$ cat src/rtl/rr_priority_arbiter_pkg.sv
`default_nettype none
// ============================================================================
// Module      : rr_priority_arbiter_pkg
// Description : Shared definitions for the round-robin / fixed-priority
//               arbiter: FSM state encoding, a constant-evaluable clog2
//               and a one-hot decode helper.
// Revision    : 1.0 - initial release
// ============================================================================
package rr_priority_arbiter_pkg;

    // Widest vector the one-hot helper can produce; callers cast down to N.
    localparam int c_MAX_N = 32;

    typedef enum logic [0:0] {
        ST_IDLE  = 1'b0,
        ST_GRANT = 1'b1
    } arb_state_e;

    // Ceiling log2, usable in parameter expressions. clog2(1) returns 0.
    function automatic int clog2(input int value);
        int result;
        result = 0;
        while ((1 << result) < value) begin
            result = result + 1;
        end
        return result;
    endfunction

    // One-hot decode of a binary index into a c_MAX_N-bit vector.
    function automatic logic [c_MAX_N-1:0] onehot(input logic [4:0] idx);
        logic [c_MAX_N-1:0] vec;
        vec      = '0;
        vec[idx] = 1'b1;
        return vec;
    endfunction

endpackage : rr_priority_arbiter_pkg
`default_nettype wire

$ cat src/rtl/rr_prio_scan.sv
`default_nettype none
// ============================================================================
// Module      : rr_prio_scan
// Description : Combinational priority scan. Finds the first set request
//               bit when scanning downward from 'start' with wrap-around:
//               start, start-1, ..., 0, N-1, ..., start+1.
//               Implemented as rotate -> priority-encode -> unrotate.
// Ports       : req    [N]      request vector
//               start  [IDX_W]  index holding highest priority
//               found  [1]      at least one request set
//               winner [IDX_W]  index of the winning requester
// Revision    : 1.0 - initial release
// ============================================================================
module rr_prio_scan
    import rr_priority_arbiter_pkg::*;
#(
    parameter int N     = 4,
    parameter int IDX_W = 2
) (
    input  logic [N-1:0]     req,
    input  logic [IDX_W-1:0] start,
    output logic             found,
    output logic [IDX_W-1:0] winner
);

    // Modulo-N wrap; works for non power-of-two N as well.
    function automatic logic [IDX_W-1:0] wrap_idx(input int value);
        return IDX_W'(value % N);
    endfunction

    logic [N-1:0]     w_rot;
    logic [IDX_W-1:0] w_top;

    // Rotate so that req[start] lands on the top bit (N-1); bit k of the
    // rotated vector then holds req[(k + start + 1) mod N].
    always_comb begin
        w_rot = '0;
        for (int k = 0; k < N; k++) begin
            w_rot[k] = req[wrap_idx(k + int'(start) + 1)];
        end
    end

    // Highest set bit of the rotated vector wins.
    always_comb begin
        w_top = '0;
        for (int k = 0; k < N; k++) begin
            if (w_rot[k]) begin
                w_top = IDX_W'(k);
            end
        end
    end

    assign found  = |req;
    assign winner = wrap_idx(int'(w_top) + int'(start) + 1);

endmodule : rr_prio_scan
`default_nettype wire

$ cat src/rtl/rr_priority_arbiter.sv
`default_nettype none
// ============================================================================
// Module      : rr_priority_arbiter
// Description : N-requester arbiter with registered one-hot grant.
//               Run-time selectable fixed priority (index N-1 highest) or
//               round-robin. A winner keeps the grant while it requests,
//               bounded by MAX_HOLD consecutive cycles (0 = unlimited).
//               Every release is followed by one idle cycle.
// Ports       : clk        clock, posedge
//               rst        synchronous active-high reset
//               mode_rr    1 = round-robin, 0 = fixed priority
//               req   [N]  request vector
//               gnt   [N]  one-hot grant (registered)
//               gnt_idx    binary index of granted requester (registered)
//               gnt_valid  grant active (registered, equals |gnt)
// Revision    : 1.0 - initial release
// ============================================================================
module rr_priority_arbiter
    import rr_priority_arbiter_pkg::*;
#(
    parameter int N        = 4,
    parameter int IDX_W    = clog2(N),
    parameter int MAX_HOLD = 4
) (
    input  logic             clk,
    input  logic             rst,
    input  logic             mode_rr,
    input  logic [N-1:0]     req,
    output logic [N-1:0]     gnt,
    output logic [IDX_W-1:0] gnt_idx,
    output logic             gnt_valid
);

    localparam int HOLD_W = (clog2(MAX_HOLD + 1) < 1) ? 1 : clog2(MAX_HOLD + 1);

    localparam logic [IDX_W-1:0]  c_TOP_IDX   = IDX_W'(N - 1);
    // Last hold_cnt value at which the grant may still be extended.
    localparam logic [HOLD_W-1:0] c_HOLD_LAST = (MAX_HOLD == 0) ? '0 : HOLD_W'(MAX_HOLD - 1);

    arb_state_e        state_q,     state_d;
    logic [N-1:0]      gnt_q,       gnt_d;
    logic [IDX_W-1:0]  gnt_idx_q,   gnt_idx_d;
    logic              gnt_valid_q, gnt_valid_d;
    logic [IDX_W-1:0]  ptr_q,       ptr_d;
    logic [HOLD_W-1:0] hold_cnt_q,  hold_cnt_d;
    // Mode captured at arbitration; the pointer update on release follows
    // the mode the grant was won under, so a mid-grant toggle has no effect.
    logic              mode_q,      mode_d;

    logic [IDX_W-1:0]  w_scan_start;
    logic              w_scan_found;
    logic [IDX_W-1:0]  w_scan_winner;
    logic              w_hold;

    assign w_scan_start = mode_rr ? ptr_q : c_TOP_IDX;

    rr_prio_scan #(
        .N     (N),
        .IDX_W (IDX_W)
    ) u_scan (
        .req    (req),
        .start  (w_scan_start),
        .found  (w_scan_found),
        .winner (w_scan_winner)
    );

    assign w_hold = req[gnt_idx_q] && ((MAX_HOLD == 0) || (hold_cnt_q < c_HOLD_LAST));

    always_comb begin
        state_d     = state_q;
        gnt_d       = gnt_q;
        gnt_idx_d   = gnt_idx_q;
        gnt_valid_d = gnt_valid_q;
        ptr_d       = ptr_q;
        hold_cnt_d  = hold_cnt_q;
        mode_d      = mode_q;

        case (state_q)
            ST_IDLE: begin
                if (w_scan_found) begin
                    gnt_d       = N'(onehot(5'(w_scan_winner)));
                    gnt_idx_d   = w_scan_winner;
                    gnt_valid_d = 1'b1;
                    hold_cnt_d  = '0;
                    mode_d      = mode_rr;
                    state_d     = ST_GRANT;
                end
            end

            ST_GRANT: begin
                if (w_hold) begin
                    // Saturates only matters for the unlimited case.
                    if (hold_cnt_q != '1) begin
                        hold_cnt_d = hold_cnt_q + 1'b1;
                    end
                end else begin
                    gnt_d       = '0;
                    gnt_valid_d = 1'b0;
                    state_d     = ST_IDLE;
                    // Round-robin: the releasing requester becomes lowest priority.
                    if (mode_q) begin
                        ptr_d = (gnt_idx_q == '0) ? c_TOP_IDX : gnt_idx_q - 1'b1;
                    end
                end
            end

            default: begin
                state_d = ST_IDLE;
            end
        endcase
    end

    always_ff @(posedge clk) begin
        if (rst) begin
            state_q     <= ST_IDLE;
            gnt_q       <= '0;
            gnt_idx_q   <= '0;
            gnt_valid_q <= 1'b0;
            ptr_q       <= c_TOP_IDX;
            hold_cnt_q  <= '0;
            mode_q      <= 1'b0;
        end else begin
            state_q     <= state_d;
            gnt_q       <= gnt_d;
            gnt_idx_q   <= gnt_idx_d;
            gnt_valid_q <= gnt_valid_d;
            ptr_q       <= ptr_d;
            hold_cnt_q  <= hold_cnt_d;
            mode_q      <= mode_d;
        end
    end

    assign gnt       = gnt_q;
    assign gnt_idx   = gnt_idx_q;
    assign gnt_valid = gnt_valid_q;

endmodule : rr_priority_arbiter
`default_nettype wire
$ cat config.mk
export PLATFORM = sky130hd
export DESIGN_NAME = rr_priority_arbiter
export DESIGN_NICKNAME = d
export VERILOG_FILES = /design/src/rtl/rr_priority_arbiter_pkg.sv /design/src/rtl/rr_prio_scan.sv /design/src/rtl/rr_priority_arbiter.sv
export SDC_FILE = /design/constraint.sdc
export NUM_CORES = 1
export LEC_CHECK = 0
export ABC_CLOCK_PERIOD_IN_PS = 6000
export CAP_MARGIN = 25
export CORE_AREA = 5 5 45 47
export CTS_CLUSTER_SIZE = 24
export DETAILED_ROUTE_END_ITERATION = 12
export DIE_AREA = 0 0 50 52
export GPL_ROUTABILITY_DRIVEN = 0
export PLACE_DENSITY_LB_ADDON = 0.12
export SLEW_MARGIN = 20
export SYNTH_ARGS = -nofsm -noshare
export SYNTH_HDL_FRONTEND = slang
export SYNTH_SLANG_ARGS = --single-unit
export TNS_END_PERCENT = 100
$ cat constraint.sdc
create_clock -name clk -period 6 [get_ports clk]
set_input_delay 1.5 -clock clk [delete_from_list [all_inputs] [get_ports clk]]
set_output_delay 1.5 -clock clk [all_outputs]
set_load 0.01 [all_outputs]
==> impl_metrics.yaml, run 1 <==
status:
  status: "complete, no violations"
layout:
  syn_to_final_growth_pct: 20.1
  mostFrequentLayoutCells: "dfxtp_1, clkdlybuf4s50_1, nor2_1"
  drive_above_1_share_pct: 14.3
  fin_nets: 111
  layout_commonest_cell: "dfxtp_1"
  diodes: 0
  postLayoutCellArea_um2: 973
grt:
  grt_usage_pct: 14.5
  antenna_found_initial: 0
  grt.overflow.total: 0
  grt_start_max_net_pins: 14
  grt_pass1_wl_um: 2990
  first_global_vias: 654
route:
  dr.pass1.iters: 6
  vias_per_cell: 5.81
  routed_wl_um: 1670
  drtAntennaViolNets: 0
  route.detailed.drc: 0
  via_count: 668
  routedWlPerCell_um: 14.5
  drt_iter0_markers: 17
clocking:
  cts_setup_buffers: 0
  numCtsBuffers: 3
  cts_num_sinks: 14
  cts_hold_buffers: 0
  cts.reportedPaths.clkPinSlew_ps: 70
  post_cts_resized: 0
  cts-root-buf: "clkbuf_4"
  htreeDepth: 1
  clock_path_buffers: 2
  clock_latency_ps: 270
  cts_tree: "done"
timing:
  setup_tns_ps: 0
  worst_slack_ps: 2540
  fin_crit_sh_pct: 57.7
  period_needed_ps: 3460
  hold_violations: 0
  fmax_mhz: 289
  final-max-slew-violation-count: 0
  slew_headroom_pct: 67.9
  setup_viol: 0
  tightest_slew_ps: 481
  finClkSkew_ps: 3.01
  rsz0062_at_grt: "no"
place:
  dp.final_hpwl_um: 1260
  place_ws_ps: 2280
  port_buffers: 13
  place_area_um2: 951
floorplanning:
  die_h_um: 52
  row_count: 15
  start_util_pct: 50.2
  io_pins: 14
  core_um2: 1610
  die_area_um2: 2600
  die_x_um: 50
power_and_ir_drop:
  power_density_nw_per_um2: 211
  ir_drop_v: 0.000154
  p_leak_nw: 0.390
  total_power_mw: 0.206
critical_path:
  end_kind: "register"
  startpoint: "req[1]"
  cp_max_fo: 6
  startpoint_type: "primary input"
  reg2reg_from: "ptr_q[0]"
  crit_arrival_ps: 3620
  cp.required_ps: 6160
  path_class: "in -> reg"
synth:
  async_flop_share_pct: 0
  avgSynthCellArea_um2: 9.65
  synth-seq-cells: 14
  synth_cells: 84
  yosys_warnings: 0
  synth_edf_count: 0
  yosysSeqAreaShare_pct: 34.6
  synth_fp_nets: 95
  yosys_most_used_dff: "dfxtp_1"
  syn_area_um2: 811
  synth_cell_types: 35
hold_path:
  hold_path_class: "reg -> reg"
  hold_start: "mode_q"
job:
  maxCapViolCount: 0
[metal layers]
metal / GRT usage [%] / vias up / share of wire (%)
met5: 0 / - / 0
met4: 3.93 / 0 / 0.72
met3: 4.87 / 2 / 4.4
met2: 23.6 / 10 / 47
met1: 17.9 / 309 / 48
li1: - / 347 / -
[report_power, final]
part	internal (mW)	switching, mW	leakage, nW
Combinational	0.0264	0.0251	0.262
Sequential	0.0994	0.00576	0.115
Clock	0.0232	0.0259	0.0138
Total	0.149	0.0567	0.390
[final timing paths]
path                 end  slack (ps)  cells after the start
setup / recovery  gnt[2]        2540                      8
hold / removal    mode_q         450                      2
setup reg to reg  gnt[2]        3760                      7
hold reg to reg   mode_q         450                      2
[cell usage after synthesis, types with 2 or more instances]
| cell | n | area (um^2) |
|---|---|---|
| a211oi_1 | 2 | 15.0 |
| a21oi_1 | 5 | 25.0 |
| a22oi_1 | 2 | 15.0 |
| a32o_1 | 4 | 40.0 |
| dfxtp_1 | 14 | 280 |
| ha_1 | 4 | 50.1 |
| inv_1 | 6 | 22.5 |
| mux2_4 | 3 | 45.0 |
| nand2_1 | 4 | 15.0 |
| nand3_1 | 2 | 10.0 |
| nand3b_1 | 2 | 15.0 |
| nor2_1 | 8 | 30.0 |
| nor3_1 | 4 | 20.0 |
| o21ai_0 | 2 | 10.0 |
| o31ai_1 | 2 | 15.0 |
[flip-flops by register name, summed over array words and instances (netlist names)]
signal      flops
hold_cnt_q      3
ptr_q           2
gnt_valid       1
gnt             4
gnt_idx         2
mode_q          1
state_q         1
[metrics by stage]
stage	hold WS, ps	utilization [%]	cells
detailed placement	445	58.9	112
global placement	441	58.9	112
floorplan	432	-	84
global route	483	60.3	115
CTS	456	60.3	115
finish	453	60.3	115
[worst max-delay path, stage by stage]
cell             delay (ps)
clkdlybuf4s50_1         500
mux2_4                  300
nor3b_2                 270
a211oi_1                 90
o31ai_1                 280
ha_1                    300
nor3b_1                 160
a32o_1                  230
[area by class of cell]
| type | count | area, um^2 |
|---|---|---|
| fill | 150 | 641 |
| multi-input combinational | 62 | 497 |
| sequential | 14 | 280 |
| timing repair buffer | 13 | 130 |
| clock buffer | 3 | 22.5 |
| inverter | 6 | 22.5 |
| tap | 17 | 21.3 |
[cells by family after synthesis]
logic type / synth area share [%]
and+or+nand+nor: 19.3
AOI/OAI and AO/OA: 24.4
DFF: 34.6
buffers and inverters: 4.17
muxes: 8.33
adders and majority gates: 6.17
xor gates and xnor gates: 3.09
No activity file was read; power rests on OpenSTA's default activity.
==> run 2, diff against run 1 <==
ABC_CLOCK_PERIOD_IN_PS = 2900   (was 6000)
CORE_AREA = 5 5 49 51   (was 5 5 45 47)
DIE_AREA = 0 0 54 56   (was 0 0 50 52)
clock period = 2.9 ns   (was 6 ns; I/O delays follow)
==> run 2 against run 1 <==
Wire length up 5.9%. Sequential share of layout area is 2.0 points lower. Hold slack gained 3.7 ps. Critical path depth unchanged. Flip-flop and latch count unchanged.
==> impl_metrics.yaml, run 2 (synthesized netlist as in run 1, its figures left out) <==
status:
  status: "complete, no violations"
grt:
  first_global_vias: 659
  grt_usage_pct: 13.3
  grt_start_max_net_pins: 14
  grt_pass1_wl_um: 3130
  grt.overflow.total: 0
  antenna_found_initial: 0
timing:
  slew_headroom_pct: 67.7
  hold_violations: 0
  finClkSkew_ps: 0.752
  fin_crit_sh_pct: 84.9
  setup_viol: 0
  fmax_mhz: 406
  final-max-slew-violation-count: 0
  rsz0062_at_grt: "no"
  tightest_slew_ps: 483
  period_needed_ps: 2460
  setup_tns_ps: 0
critical_path:
  cp_max_fo: 3
  slowest_delay_ps: 420
  reg2reg_to: "gnt[0]"
  reg2reg_depth: 7
  crit_arrival_ps: 2640
  startpoint: "req[0]"
  cp.depth: 8
  reg2reg_from: "ptr_q[0]"
  cp_num_buf_inv: 1
  cp.required_ps: 3080
  cp_cell_sequence: "clkdlybuf4s50_1, mux2_4, nor3b_2, a211oi_1, o31ai_1, ha_1, nor3b_1, a32o_1"
  cp_slowest_cell: "clkdlybuf4s50_1"
  cp-endpoint: "gnt[0]"
  cp_top_family: "compound AO/OA/AOI/OAI gates"
  path_class: "in -> reg"
  end_kind: "register"
  startpoint_type: "primary input"
  rrSetupSlack_ps: 750
layout:
  diodes: 0
  mostFrequentLayoutCells: "dfxtp_1, clkdlybuf4s50_1, nor2_1"
  postLayoutCellArea_um2: 1040
  syn_to_final_growth_pct: 28.9
  largest_reg_flops: 4
  final_util_pct: 54.9
  layout_commonest_cell: "dfxtp_1"
  fin_nets: 117
  drive_above_1_share_pct: 20.0
clocking:
  cts_tree: "done"
  post_cts_resized: 0
  clock_latency_ps: 280
  cts_setup_buffers: 0
  clock_path_buffers: 2
  htreeDepth: 1
  cts-root-buf: "clkbuf_4"
  cts.reportedPaths.clkPinSlew_ps: 90
  numCtsBuffers: 3
  cts_hold_buffers: 0
  cts_num_sinks: 14
hold_path:
  hold_path_class: "reg -> reg"
floorplanning:
  die_h_um: 56
  core_um2: 1900
  io_pins: 14
  row_count: 16
  start_util_pct: 42.6
  die_area_um2: 3020
  die_x_um: 54
place:
  port_buffers: 13
  place_area_um2: 1010
  dp.final_hpwl_um: 1380
power_and_ir_drop:
  power_density_nw_per_um2: 450
  total_power_mw: 0.471
  ir_drop_v: 0.000350
  p_leak_nw: 0.427
route:
  dr.pass1.iters: 4
  via_count: 702
  route.detailed.drc: 0
  drt_iter0_markers: 13
  drtAntennaViolNets: 0
  routedWlPerCell_um: 13.4
  routed_wl_um: 1760
  vias_per_cell: 5.32
job:
  maxCapViolCount: 0
[run 2: changes by cell type in the layout (fill, tap and decap cells not counted), sizes merged]
| cell | previous run | this run |
|---|---|---|
| buf | 0 | 6 |
| clkbuf | 3 | 4 |
[run 2: how the worst min path moves through the flow]
stage | cells past startpoint | end | startpoint
final | 2 | mode_q | mode_q
after global routing | 2 | mode_q | mode_q
after CTS | 2 | mode_q | mode_q
after detailed placement | 2 | mode_q | mode_q
after global placement | 2 | mode_q | mode_q
after floorplan | 2 | mode_q | mode_q
[run 2: layout make-up]
| cell class | count | area [um^2] |
|---|---|---|
| Fill cell | 185 | 857 |
| Multi-Input combinational cell | 62 | 497 |
| Sequential cell | 14 | 280 |
| Timing Repair Buffer | 19 | 175 |
| Clock buffer | 4 | 36.3 |
| Tap cell | 27 | 33.8 |
| Inverter | 6 | 22.5 |
[run 2: layer usage]
layer / routed length, um / global-route usage, % / part of all wire (%) / vias to the layer above
met5: 0 / 0 / 0 / -
met4: 29 / 4.27 / 1.6 / 0
met3: 55 / 2.95 / 3.1 / 4
met2: 781 / 18.5 / 44 / 13
met1: 896 / 19.7 / 51 / 330
li1: - / - / - / 355
[run 2: tightest hold or removal path: cells and delay by family, from the launching register on]
family           cells  cell delay, ps
flip-flops           1             310
AND/OR/NAND/NOR      1              50
AO/OA/AOI/OAI        1              50
[run 2: per-stage QoR]
| stage | instances | setup slack, ps | hold WS [ps] |
|---|---|---|---|
| global route | 132 | 298 | 495 |
| finish | 132 | 438 | 457 |
| CTS | 132 | 427 | 458 |
| global placement | 128 | 164 | 442 |
| floorplan | 84 | 618 | 432 |
| detailed placement | 128 | 126 | 445 |
[run 2: power breakdown]
part	internal [mW]	switching, mW
Combinational	0.0577	0.0524
Clock	0.0764	0.0663
Sequential	0.206	0.0121
==> run 3, diff against run 2 <==
ABC_CLOCK_PERIOD_IN_PS = 2200   (was 2900)
clock period = 2.2 ns   (was 2.9 ns; I/O delays follow)
==> run 3 against run 2 <==
Total power up 37%. Critical path depth down 1. Register-to-register slack worse by 570 ps. Clock skew about the same. Largest power group unchanged. Design area up 11%. Combinational power up 60%. Sequential power up 32%. Non-clock buffer count up 11. Worst setup slack worse by 340 ps. Via count up 5.3%.
==> impl_metrics.yaml, run 3 (synthesized netlist as in run 1, its figures left out) <==
place:
  place_ws_ps: -457
  port_buffers: 13
  dp.final_hpwl_um: 1520
  post-place-cells: 138
layout:
  final_util_pct: 61.3
  layout.cells.non_filler: 143
  register_area_um2: 280
  fin_nets: 128
  layout_commonest_cell: "buf_4"
  syn_to_final_growth_pct: 43.7
  largest_reg_flops: 4
  nFillCells: 176
  multi_input_area_um2: 532
  mostFrequentLayoutCells: "buf_4, dfxtp_1, clkdlybuf4s50_1"
  drive_above_1_share_pct: 31.0
  diodes: 0
critical_path:
  path_class: "in -> reg"
  cp.required_ps: 2370
  startpoint_type: "primary input"
  end_kind: "register"
  crit_arrival_ps: 2280
  cp_max_fo: 4
route:
  routed_wl_um: 1980
  drt_iter0_markers: 7
  via_count: 739
  dr.pass1.iters: 4
  routedWlPerCell_um: 13.8
  drtAntennaViolNets: 0
  route.detailed.drc: 0
  vias_per_cell: 5.17
clocking:
  cts.reportedPaths.clkPinSlew_ps: 80
  cts_num_sinks: 14
  htreeDepth: 1
  cts-root-buf: "clkbuf_4"
  clock_path_buffers: 2
  cts_hold_buffers: 0
  cts_tree: "done"
  numCtsBuffers: 3
  clock_latency_ps: 280
timing:
  finClkSkew_ps: 0.937
  fin_crit_sh_pct: 95.7
  final-max-slew-violation-count: 0
  hold_violations: 0
  rsz0062_at_grt: "no"
  slew_headroom_pct: 71.9
  holdWs_ps: 459
  setup_viol: 0
  fmax_mhz: 475
  tightest_slew_ps: 422
  worst_slack_ps: 93.9
  period_needed_ps: 2110
floorplanning:
  die_h_um: 56
  die_x_um: 54
  start_util_pct: 42.6
  row_count: 16
  io_pins: 14
  die_area_um2: 3020
  core_um2: 1900
power_and_ir_drop:
  pwr-share-seq_pct: 44.3
  p_int_mw: 0.466
  ir_drop_v: 0.000519
  netSwitchingPower_mw: 0.181
  total_power_mw: 0.647
  power_density_nw_per_um2: 555
  p_leak_nw: 0.511
  comb_power_share_pct: 27.1
  p_clk_share_pct: 28.5
  switching_share_pct: 27.9
grt:
  grt.overflow.total: 0
  antenna_found_initial: 0
  first_global_vias: 737
  grt_usage_pct: 14.9
  grt_start_max_net_pins: 13
  grt_pass1_wl_um: 3420
job:
  maxCapViolCount: 0
status:
  status: "complete, no violations"
hold_path:
  hold_path_class: "reg -> reg"
## run 3: repair_timing
item / 4_1_cts / 5_1_grt
pin swaps: 4 / 2
buffers inserted: 1 / 0
setup endpoints to repair: 5 / 5
resized for setup: 5 / 5
## run 3: area by class of cell
type                    instances  share of cell area [%]
clock buffers                   4                    3.11
inverters                       6                    1.93
multi-input cells              62                    45.6
flip-flops and latches         14                    24.1
well taps                      27                    2.90
repair buffers                 30                    22.3
## run 3: worst max-delay path, cell delays in order
cell	delay, ps
clkdlybuf4s50_1	520
nand3b_1	170
o211ai_4	110
o31ai_4	240
ha_1	300
nor3b_4	170
a32o_1	220
## run 3: path summary, 6_finish.rpt
| kind | startpoint | end | slack [ps] | cells after the start |
|---|---|---|---|---|
| hold reg to reg | mode_q | mode_q | 460 | 2 |
| hold / removal | mode_q | mode_q | 460 | 2 |
| setup / recovery | req[2] | gnt[2] | 90 | 7 |
| setup reg to reg | ptr_q[0] | gnt[2] | 180 | 7 |
## run 3: layer usage
metal | track usage, % | vias up | share of wire (%)
li1 | - | 380 | -
met1 | 20.1 | 343 | 48
met2 | 22.5 | 14 | 47
met3 | 5.63 | 2 | 4.2
met4 | 3.20 | 0 | 0.51
met5 | 0 | - | 0
## run 3: power groups by stage
stage	registers, mW	logic, mW	clock network, mW
2_1_floorplan	0.295	0.0838	0
3_5_place_dp	0.293	0.167	0
5_1_grt	0.290	0.192	0.203
3_3_place_gp	0.292	0.164	0
6_report	0.287	0.176	0.185
4_1_cts	0.287	0.171	0.193
## run 3: through the flow
stage	setup TNS (ps)	cell area, um^2
floorplan	0	811
global placement	-2080	1080
detailed placement	-2880	1080
CTS	0	1140
global route	0	1160
finish	0	1160
